<file path="src/rtl/addsub_seq.sv">
// Multi-cycle add/subtract unit: CHUNK bits per clock through a ripple stage, valid/ready on both sides.
// Optional saturation of signed-overflow results when ADDSUB_SATURATE_EN is defined.
module addsub_seq #(
  parameter int WIDTH = 16,
  parameter int CHUNK = 4
) (
  input  logic             clk,
  input  logic             rst,
  input  logic             in_valid,
  output logic             in_ready,
  input  logic [WIDTH-1:0] a,
  input  logic [WIDTH-1:0] b,
  input  logic             sub,
  output logic             out_valid,
  input  logic             out_ready,
  output logic [WIDTH-1:0] y,
  output logic             cout,
  output logic             ovf,
  output logic             zero
);

  localparam int NCHUNK = WIDTH / CHUNK;
  localparam int CW     = (NCHUNK > 1) ? $clog2(NCHUNK) : 1;

  if ((WIDTH < 2) || ((WIDTH % CHUNK) != 0)) begin : g_cfg_check
    $error("addsub_seq: WIDTH must be >= 2 and a multiple of CHUNK");
  end

  typedef enum logic [1:0] {
    IDLE = 2'd0,
    CALC = 2'd1,
    DONE = 2'd2
  } state_t;

  state_t            state_r, state_nxt_s;
  logic [CW-1:0]     cnt_r;
  logic [WIDTH-1:0]  a_r, b_r, y_r;
  logic              carry_r, cout_r, ovf_r, zero_r, out_valid_r;
  logic              accept_s, last_s, ovf_s;
  int                sh_s;
  logic [CHUNK-1:0]  a_chunk_s, b_chunk_s;
  logic [CHUNK:0]    sum_s;
  logic [WIDTH-1:0]  y_wrap_s, y_fin_s;

  localparam logic [WIDTH-1:0] CHUNK_MASK = WIDTH'({CHUNK{1'b1}});

  function automatic logic ovf_f(input logic am, input logic bm, input logic ym);
    return (am == bm) && (ym != am);
  endfunction

`ifdef ADDSUB_SATURATE_EN
  function automatic logic [WIDTH-1:0] sat_f(input logic am);
    return am ? {1'b1, {(WIDTH-1){1'b0}}} : {1'b0, {(WIDTH-1){1'b1}}};
  endfunction
`endif

  assign in_ready  = (state_r == IDLE) || ((state_r == DONE) && out_ready);
  assign accept_s  = in_valid && in_ready;
  assign last_s    = (cnt_r == CW'(NCHUNK - 1));
  assign out_valid = out_valid_r;
  assign y         = y_r;
  assign cout      = cout_r;
  assign ovf       = ovf_r;
  assign zero      = zero_r;

  // State register
  always_ff @(posedge clk or posedge rst) begin
    if (rst) begin
      state_r <= IDLE;
    end else begin
      state_r <= state_nxt_s;
    end
  end

  // Next-state logic
  always_comb begin
    state_nxt_s = state_r;
    case (state_r)
      IDLE: begin
        if (accept_s) state_nxt_s = CALC;
        else          state_nxt_s = IDLE;
      end
      CALC: begin
        if (last_s) state_nxt_s = DONE;
        else        state_nxt_s = CALC;
      end
      DONE: begin
        if (accept_s)       state_nxt_s = CALC;
        else if (out_ready) state_nxt_s = IDLE;
        else                state_nxt_s = DONE;
      end
      default: state_nxt_s = IDLE;
    endcase
  end

  // Chunk ripple stage, result merge and final flag/saturation evaluation
  always_comb begin
    sh_s      = CHUNK * int'(cnt_r);
    a_chunk_s = CHUNK'(a_r >> sh_s);
    b_chunk_s = CHUNK'(b_r >> sh_s);
    sum_s     = {1'b0, a_chunk_s} + {1'b0, b_chunk_s} + {{CHUNK{1'b0}}, carry_r};
    y_wrap_s  = (y_r & ~(CHUNK_MASK << sh_s)) | (WIDTH'(sum_s[CHUNK-1:0]) << sh_s);
    ovf_s     = ovf_f(a_r[WIDTH-1], b_r[WIDTH-1], y_wrap_s[WIDTH-1]);
    y_fin_s   = y_wrap_s;
`ifdef ADDSUB_SATURATE_EN
    if (last_s && ovf_s) y_fin_s = sat_f(a_r[WIDTH-1]);
    else                 y_fin_s = y_wrap_s;
`endif
  end

  // Operand capture, per-chunk accumulation and registered result/flags
  always_ff @(posedge clk or posedge rst) begin
    if (rst) begin
      a_r         <= {WIDTH{1'b0}};
      b_r         <= {WIDTH{1'b0}};
      y_r         <= {WIDTH{1'b0}};
      carry_r     <= 1'b0;
      cnt_r       <= {CW{1'b0}};
      cout_r      <= 1'b0;
      ovf_r       <= 1'b0;
      zero_r      <= 1'b0;
      out_valid_r <= 1'b0;
    end else if (accept_s) begin
      a_r         <= a;
      b_r         <= b ^ {WIDTH{sub}};
      carry_r     <= sub;
      cnt_r       <= {CW{1'b0}};
      out_valid_r <= 1'b0;
    end else if (state_r == CALC) begin
      y_r     <= y_fin_s;
      carry_r <= sum_s[CHUNK];
      if (last_s) begin
        cnt_r       <= {CW{1'b0}};
        cout_r      <= sum_s[CHUNK];
        ovf_r       <= ovf_s;
        zero_r      <= (y_fin_s == {WIDTH{1'b0}});
        out_valid_r <= 1'b1;
      end else begin
        cnt_r <= cnt_r + CW'(1);
      end
    end else if ((state_r == DONE) && out_ready) begin
      out_valid_r <= 1'b0;
    end else begin
      out_valid_r <= out_valid_r;
    end
  end

endmodule

</file>
<file path="config.mk">
export PLATFORM = sky130hd
export DESIGN_NAME = addsub_seq
export DESIGN_NICKNAME = d
export VERILOG_FILES = /design/src/rtl/addsub_seq.sv
export SDC_FILE = /design/constraint.sdc
export NUM_CORES = 1
export LEC_CHECK = 0
export ABC_CLOCK_PERIOD_IN_PS = 7500
export CELL_PAD_IN_SITES_DETAIL_PLACEMENT = 2
export CELL_PAD_IN_SITES_GLOBAL_PLACEMENT = 2
export CORE_UTILIZATION = 36
export DETAILED_ROUTE_END_ITERATION = 8
export PLACE_DENSITY_LB_ADDON = 0.1
export SYNTH_ARGS = -nofsm -noshare
export SYNTH_HDL_FRONTEND = slang
export SYNTH_SLANG_ARGS = --single-unit
</file>
<file path="constraint.sdc">
create_clock -name clk -period 7.5 [get_ports clk]
set_clock_uncertainty 0.1 [all_clocks]
set_input_delay 0.75 -clock clk [delete_from_list [all_inputs] [get_ports clk]]
set_output_delay 0.75 -clock clk [all_outputs]
set_load 0.05 [all_outputs]
</file>
==> results of run 1 <==
layer usage:
layer | global-route usage, % | vias to the layer above | part of all wire (%)
li1 | - | 968 | -
met1 | 23.3 | 1084 | 43
met2 | 31.7 | 44 | 52
met3 | 5.56 | 10 | 3.3
met4 | 6.85 | 0 | 1.5
met5 | 0 | - | 0
critical path: cells and delay by family (launching register included):
kind,cells,cell delay (ns)
XOR/XNOR,1,0.22
buffers and inverters,1,0.10
AO/OA/AOI/OAI,2,0.27
AND/OR/NAND/NOR,1,0.54
flip-flops,1,0.78
multiplexers,1,0.43
adder cells (fa/ha/maj),2,0.67
placed cells by master (no fill, tap or decap), types with 9 or more instances in the layout:
cell type        synthesis  final
nand2_1                 10     10
mux2_2                  16     16
xnor2_1                 16     16
a21oi_1                 19     19
dfrtp_1                 57     57
clkbuf_8                 0      9
nor2_1                  27     27
clkdlybuf4s50_1          0     57
worst min path at each step:
stage | to | cells after the start
after global routing | y[15]$_DFFE_PP0P_ | 1
after CTS | cout$_DFFE_PP0P_ | 2
after floorplan | a_r[10]$_DFFE_PP0P_ | 1
after detailed placement | cout$_DFFE_PP0P_ | 2
final | cout$_DFFE_PP0P_ | 2
after global placement | cout$_DFFE_PP0P_ | 2
sequential cells by signal (all words and copies together), names as in the netlist, 2 cells and up:
signal / flops
a_r: 16
b_r: 16
state_r: 2
y: 16
cnt_r: 2
cell families (layout without fill, tap and decap cells):
kind of cell    Yosys count  after routing  share of synthesized area, %
buf+inv                  21             85                          3.37
mux                      24             24                          12.8
flops                    57             57                          50.6
fa+ha+maj                 9              9                          4.53
simple gates             55             55                          9.28
compound gates           55             55                          13.9
xor+xnor                 17             17                          5.55
metrics by stage:
step | hold WS (ns) | instances | setup slack (ns) | utilization, %
finish | 0.393 | 401 | 4.29 | 49.2
global placement | 0.365 | 385 | 4.42 | 47.0
global route | 0.410 | 401 | 4.15 | 49.2
floorplan | 0.375 | 238 | 4.30 | -
CTS | 0.403 | 401 | 4.26 | 49.2
detailed placement | 0.389 | 385 | 4.29 | 47.0
layout make-up:
| type | count | area, µm² |
|---|---|---|
| clock inverter | 6 | 35.0 |
| timing repair buffer | 60 | 593 |
| tap | 99 | 124 |
| fill | 760 | 3770 |
| sequential | 57 | 1430 |
| inverter | 9 | 33.8 |
| clock buffer | 10 | 128 |
| multi-input combinational | 160 | 1300 |
==> impl_metrics.csv, run 1 <==
group,metric,value,unit
setup_path,crit_end,"zero$_DFFE_PP0P_",
cts,insertion_delay,0.34,ns
cts,htree_num_levels,3,
yosys,synth_top_flop_cell,"dfrtp_1",
drt,routed_wl,7040,µm
sta,setup_viol_count_final,0,
yosys,synth.distinct_cells,40,
layout,fin_area,3640,µm²
sta,hold_viol,0,
floorplanning,io-pin-count,58,
global_routing,grt_overflow,0,
place,io_buffers,57,
place,dp.final_hpwl,4980,µm
setup_path,r2r_cells,8,
cts,postCtsSetupRepairBufs,0,
worst_hold_path,holdCritStartpoint,"cout$_DFFE_PP0P_",
setup_path,setup.worst_path.start_class,"flop",
setup_path,critPathArrivalTime,3.36,ns
floorplanning,chipHeight,90.5,µm
yosys,synthesis.area,2820,µm²
flow_run,cap_violations,0,
setup_path,criticalPathCategory,"flop to flop",
worst_hold_path,hold_class,"flop to flop",
place,place_congestion,0.704,
yosys,syn_avg_cell_area,11.8,µm²
yosys,synth-edff-count,0,
floorplanning,initial_core_util,38.0,%
setup_path,end_kind,"flop",
sta,rsz0062_at_grt,"false",
setup_path,cp.required,7.66,ns
layout,diodes,0,
drt,viasPerCell,5.25,
setup_path,cpPeakStageDelay,0.78,ns
setup_path,r2r_start,"cnt_r[1]$_DFFE_PP0P_",
drt,drc_errors,0,
drt,postRouteAntennaNets,0,
drt,vias,2106,
yosys,synthCells,238,
sta,worstMarginPinSlew,0.916,ns
setup_path,crit_slowest_cell,"dfrtp_1",
floorplanning,fp.dieW,90.5,µm
sta,min_period_over_period,42.8,%
yosys,synth_common_cells,"dfrtp_1 (57), nor2_1 (27), a21oi_1 (19)",
cts,ctsResizeCount,0,
yosys,syn_nets,284,
setup_path,rr_endpoint,"zero$_DFFE_PP0P_",
cts,cts_tree,"yes",
yosys,post-synth-top-count-cell,"dfrtp_1",
layout,fin_nets,343,
global_routing,grt_max_degree,58,
yosys,async_flop_share,100,%
drt,routedWlPerCell,17.6,µm
setup_path,path_cells,"mux4_2 > fa_1 > inv_1 > fa_1 > xor2_2 > o22ai_1 > or4_4 > o31ai_2",
setup_path,r2r_slack,4.29,ns
floorplanning,num_rows,31,
global_routing,antenna_found_initial,0,
sta,fin_crit,3.21,ns
yosys,synth_area_leaders,"dfrtp_1 (51%), mux2_2 (6.4%), mux4_2 (6.4%), xnor2_1 (5.0%), nor2_1 (3.6%)",
cts,cts_num_sinks,57,
setup_path,critPathMaxFanout,18,
yosys,yosys_warnings,0,
global_routing,groute.usage.overall,19.0,%
layout,syn_to_final_growth,29.3,%
yosys,seq_area_frac_synth,50.6,%
yosys,netlist.area_leader.share,50.6,%
yosys,synth_top_area_cell,"dfrtp_1",
outcome,status,"complete, no violations",
global_routing,grt_pass1_wl,11900,µm
sta,slew_headroom,38.8,%
cts,cts_buffer_depth,2,
yosys,synth_seq_cells,57,
cts,numCtsBuffers,9,
drt,drt_iter0_markers,40,
drt,first_pass_iters,4,
sta,fin_setup_tns,0,ns
layout,layout-drive-gt1-share,15.9,%
global_routing,grt_pass1_vias,2256,
sta,fmax,0.312,GHz
cts,cts_hold_buffers,0,
cts,clk_pin_slew,0.07,ns
cts,clockRootBuffer,"clkbuf_8",
floorplanning,dieArea,8180,µm²
floorplanning,coreArea,7410,µm²
setup_path,cp_common_cell,"fa_1",
sta,maxSlewViolCount,0,
place,dpl_cell_area,3480,µm²
setup_path,cp-startpoint,"cnt_r[1]$_DFFE_PP0P_",
Power of run 1 is not shown: default switching activity piles up to over one toggle a cycle in this logic, so the estimate is an artifact.
==> inputs of run 2 (changes only) <==
--- a/config.mk
+++ b/config.mk
@@ -5,10 +5,10 @@
 export SDC_FILE = /design/constraint.sdc
 export NUM_CORES = 1
 export LEC_CHECK = 0
-export ABC_CLOCK_PERIOD_IN_PS = 7500
+export ABC_CLOCK_PERIOD_IN_PS = 2900
 export CELL_PAD_IN_SITES_DETAIL_PLACEMENT = 2
 export CELL_PAD_IN_SITES_GLOBAL_PLACEMENT = 2
-export CORE_UTILIZATION = 36
+export CORE_UTILIZATION = 30
 export DETAILED_ROUTE_END_ITERATION = 8
 export PLACE_DENSITY_LB_ADDON = 0.1
 export SYNTH_ARGS = -nofsm -noshare
==> constraint.sdc (replaced) <==
create_clock -name clk -period 2.9 [get_ports clk]
set_clock_uncertainty 0.1 [all_clocks]
set_input_delay 0.29 -clock clk [delete_from_list [all_inputs] [get_ports clk]]
set_output_delay 0.29 -clock clk [all_outputs]
set_load 0.05 [all_outputs]
==> impl_metrics.csv, run 2 (synthesis results as in run 1) <==
group,metric,value,unit
setup_path,r2r_cells,8,
floorplanning,dieArea,9780,µm²
sta,fin_crit,2.79,ns
place,place_congestion,0.786,
setup_path,path_cells,"mux4_2 > fa_2 > inv_2 > fa_2 > xor2_2 > o22ai_2 > or4_4 > o31ai_2",
global_routing,grt_pass1_wl,12300,µm
worst_hold_path,hold_class,"primary input to asynchronous set/reset pin",
global_routing,grt_pass1_vias,2263,
sta,fin_worst_hold_slack,0.249,ns
setup_path,rr_endpoint,"zero$_DFFE_PP0P_",
outcome,status,"complete, no violations",
layout,nFillCells,927,
sta,min_period_over_period,96.1,%
floorplanning,io-pin-count,58,
setup_path,critPathArrivalTime,2.94,ns
cts,insertion_delay,0.35,ns
layout,final_common_cell,"clkdlybuf4s50_1",
floorplanning,coreArea,8890,µm²
drt,drt_iter0_markers,44,
sta,fmax,0.359,GHz
setup_path,criticalPathCategory,"flop to flop",
setup_path,crit_slowest_cell,"mux4_2",
cts,numCtsBuffers,9,
sta,rsz0062_at_grt,"false",
cts,cts_buffer_depth,2,
setup_path,cp_common_cell,"fa_2",
place,io_buffers,57,
sta,setup_slack,0.112,ns
drt,viasPerCell,5.02,
cts,clockRootBuffer,"clkbuf_8",
layout,final_cell_mix,"clkdlybuf4s50_1 (57), dfrtp_1 (56), nor2_1 (27), a21oi_1 (19)",
layout,utilization,43.0,%
drt,routed_wl,7510,µm
layout,layout-drive-gt1-share,21.2,%
drt,routedWlPerCell,17.7,µm
layout,seqCellArea,1430,µm²
cts,clk_pin_slew,0.06,ns
floorplanning,chipHeight,98.9,µm
global_routing,grt_max_degree,41,
sta,worstMarginPinSlew,0.635,ns
drt,first_pass_iters,4,
cts,htree_num_levels,3,
drt,vias,2128,
sta,fin_setup_tns,0,ns
setup_path,critPathMaxFanout,4,
setup_path,setup.worst_path.start_class,"flop",
setup_path,r2r_start,"cnt_r[0]$_DFFE_PP0P_",
layout,fin_nets,357,
drt,postRouteAntennaNets,0,
cts,cts_tree,"yes",
sta,maxSlewViolCount,0,
setup_path,cp.required,3.05,ns
sta,hold_viol,0,
floorplanning,fp.dieW,98.9,µm
sta,slew_headroom,57.6,%
place,dp.final_hpwl,5500,µm
layout,multiInputGateArea,1310,µm²
global_routing,grt_overflow,0,
place,place_ws,0.0951,ns
setup_path,end_kind,"flop",
floorplanning,num_rows,34,
cts,cts_num_sinks,57,
flow_run,cap_violations,0,
layout,syn_to_final_growth,35.6,%
sta,setup_viol_count_final,0,
layout,diodes,0,
drt,drc_errors,0,
setup_path,r2r_slack,0.11,ns
global_routing,groute.usage.overall,16.6,%
global_routing,antenna_found_initial,0,
floorplanning,initial_core_util,31.7,%
setup_path,cpPeakStageDelay,0.53,ns
## run 2: how the worst max path moves through the flow
stage,start,to,slack (ns),depth (start not counted)
2_1_floorplan,cnt_r[0]$_DFFE_PP0P_,zero$_DFFE_PP0P_,-0.04,10
3_3_place_gp,cnt_r[0]$_DFFE_PP0P_,zero$_DFFE_PP0P_,0.16,8
3_5_place_dp,cnt_r[0]$_DFFE_PP0P_,zero$_DFFE_PP0P_,0.1,8
4_1_cts,cnt_r[0]$_DFFE_PP0P_,zero$_DFFE_PP0P_,0.08,8
5_1_grt,cnt_r[0]$_DFFE_PP0P_,zero$_DFFE_PP0P_,0.004,8
6_report,cnt_r[0]$_DFFE_PP0P_,zero$_DFFE_PP0P_,0.11,8
## run 2: worst max-delay path, delay by kind of cell (launching register included)
kind	cells	cell delay [ns]
compound gates	2	0.30
mux	1	0.53
fa+ha+maj	2	0.61
simple gates	1	0.50
xor+xnor	1	0.18
buf+inv	1	0.07
flops	1	0.41
## run 2: what timing repair did
item	4_1_cts	5_1_grt
gates resized for setup	0	3
hold buffers	0	0
setup endpoints to repair	0	2
buffers inserted	0	1
## run 2: metrics by stage
stage,cells,instance area [µm²]
floorplan,238,2840
global placement,407,3610
detailed placement,407,3610
CTS,423,3800
global route,424,3820
finish,424,3820
## run 2: layout make-up
class / instances / area share [%]
Sequential cell: 57 / 37.4
Inverter: 9 / 0.884
Timing Repair Buffer: 74 / 18.7
Multi-Input combinational cell: 160 / 34.4
Clock buffer: 11 / 3.70
Clock inverter: 5 / 1.44
Tap cell: 108 / 3.54
## run 2: metal layers
metal	share of wire (%)	vias to the layer above	global-route usage [%]	wire length, µm
met5	0	-	0	0
met4	1.1	0	5.05	84
met3	3.6	7	4.75	269
met2	50	42	27.9	3740
met1	46	1081	20.7	3420
li1	-	998	-	-
Power of run 2 is left out for the same reason.
==> inputs of run 3 (changes only) <==
--- a/config.mk
+++ b/config.mk
@@ -8,6 +8,7 @@
 export ABC_CLOCK_PERIOD_IN_PS = 2900
 export CELL_PAD_IN_SITES_DETAIL_PLACEMENT = 2
 export CELL_PAD_IN_SITES_GLOBAL_PLACEMENT = 2
+export CORE_ASPECT_RATIO = 1.2
 export CORE_UTILIZATION = 30
 export DETAILED_ROUTE_END_ITERATION = 8
 export PLACE_DENSITY_LB_ADDON = 0.1
==> impl_metrics.csv, run 3 (synthesis results as in run 1) <==
group,metric,value,unit
outcome,status,"complete, no violations",
place,place_congestion,0.761,
layout,diodes,0,
setup_path,end_kind,"flop",
floorplanning,chipHeight,108,µm
cts,cts_num_sinks,57,
setup_path,cp.required,3.05,ns
cts,clockRootBuffer,"clkbuf_8",
drt,postRouteAntennaNets,0,
place,place_ws,0.0440,ns
setup_path,critPathTopFamily,"adder cells",
sta,slew_headroom,66.1,%
floorplanning,dieArea,9790,µm²
setup_path,critPathMaxFanout,5,
floorplanning,io-pin-count,58,
layout,nFillCells,953,
setup_path,crit_slowest_cell,"mux4_2",
setup_path,critPathArrivalTime,2.95,ns
flow_run,cap_violations,0,
layout,syn_to_final_growth,35.6,%
global_routing,grt_pass1_wl,12600,µm
layout,utilization,42.1,%
place,io_buffers,57,
global_routing,antenna_found_initial,0,
layout,layout-drive-gt1-share,20.6,%
global_routing,grt_pass1_vias,2353,
drt,drt_iter0_markers,58,
drt,drc_errors,0,
sta,hold_viol,0,
floorplanning,coreArea,9080,µm²
setup_path,criticalPathCategory,"flop to flop",
drt,viasPerCell,4.89,
sta,fin_crit,2.81,ns
place,place_inst,416,
sta,min_period_over_period,96.8,%
sta,maxSlewViolCount,0,
setup_path,path_cells,"mux4_2 > fa_2 > inv_2 > fa_2 > xor2_2 > o22ai_1 > or4_4 > o31ai_4",
cts,htree_num_levels,3,
sta,setup_viol_count_final,0,
worst_hold_path,hold_class,"primary input to asynchronous set/reset pin",
layout,fin_nets,353,
place,dp.final_hpwl,5340,µm
floorplanning,num_rows,38,
drt,routedWlPerCell,17.0,µm
cts,postCtsSetupRepairBufs,0,
sta,setup_slack,0.0938,ns
layout,final_common_cell,"clkdlybuf4s50_1",
drt,routed_wl,7310,µm
cts,cts_buffer_depth,2,
sta,worstMarginPinSlew,0.507,ns
layout,final_cell_count_no_fill,431,
cts,insertion_delay,0.34,ns
floorplanning,initial_core_util,31.0,%
cts,cts_tree,"yes",
drt,first_pass_iters,4,
sta,fmax,0.356,GHz
setup_path,setup.worst_path.start_class,"flop",
setup_path,cpPeakStageDelay,0.55,ns
drt,vias,2108,
cts,numCtsBuffers,9,
global_routing,grt_overflow,0,
floorplanning,fp.dieW,90.5,µm
global_routing,groute.usage.overall,17.0,%
layout,final_cell_mix,"clkdlybuf4s50_1 (57), dfrtp_1 (56), nor2_1 (26), a21oi_1 (19)",
cts,cts_hold_buffers,0,
global_routing,grt_max_degree,58,
setup_path,critPathBufInv,1,
setup_path,cp_common_cell,"fa_2",
cts,clk_pin_slew,0.06,ns
[run 3: worst register-to-register path: cells and delay by family (launching register included)]
family / cells / cell delay [ns]
AOI/OAI and AO/OA: 2 / 0.28
buffers and inverters: 1 / 0.07
xor gates and xnor gates: 1 / 0.16
adders and majority gates: 2 / 0.61
muxes: 1 / 0.55
DFF: 1 / 0.44
and+or+nand+nor: 1 / 0.52
[run 3: through the flow]
| stage | hold WS, ns | area, µm² | setup TNS (ns) |
|---|---|---|---|
| finish | 0.227 | 3820 | 0 |
| global route | 0.251 | 3820 | -0.0267 |
| CTS | 0.232 | 3790 | 0 |
| detailed placement | 0.378 | 3600 | 0 |
| global placement | 0.367 | 3600 | 0 |
| floorplan | 0.342 | 2840 | -0.0358 |
[run 3: final timing paths]
path | start | cells past startpoint | end | slack [ns]
worst max-delay path | cnt_r[0]$_DFFE_PP0P_ | 8 | zero$_DFFE_PP0P_ | 0.09
worst min-delay path | rst | 3 | state_r[1]$_DFF_PP0_ | 0.23
worst max register to register | cnt_r[0]$_DFFE_PP0P_ | 8 | zero$_DFFE_PP0P_ | 0.09
worst min register to register | cout$_DFFE_PP0P_ | 2 | cout$_DFFE_PP0P_ | 0.38
max in group asynchronous | rst | 3 | cnt_r[0]$_DFFE_PP0P_ | 2.20
min in group clk | cout$_DFFE_PP0P_ | 2 | cout$_DFFE_PP0P_ | 0.38
[run 3: final cells by class]
type,instances,area (µm²),area share [%]
Clock buffer,12,155,4.06
Clock inverter,3,40.0,1.05
Inverter,9,33.8,0.884
Multi-Input combinational cell,160,1330,34.8
Sequential cell,57,1430,37.4
Tap cell,120,150,3.93
Timing Repair Buffer,70,684,17.9
[run 3: metal layers]
metal / share of wire (%) / GRT usage [%] / routed length (µm)
met5: 0 / 0 / 0
met4: 1.5 / 7.60 / 110
met3: 2.8 / 3.52 / 202
met2: 54 / 30.7 / 3980
met1: 41 / 19.3 / 3020
[run 3: timing repair]
item / CTS / global route
hold endpoints to repair: 0 / 0
resized for setup: 0 / 6
endpoints found under the setup margin: 0 / 6
Power of run 3 is left out for the same reason.
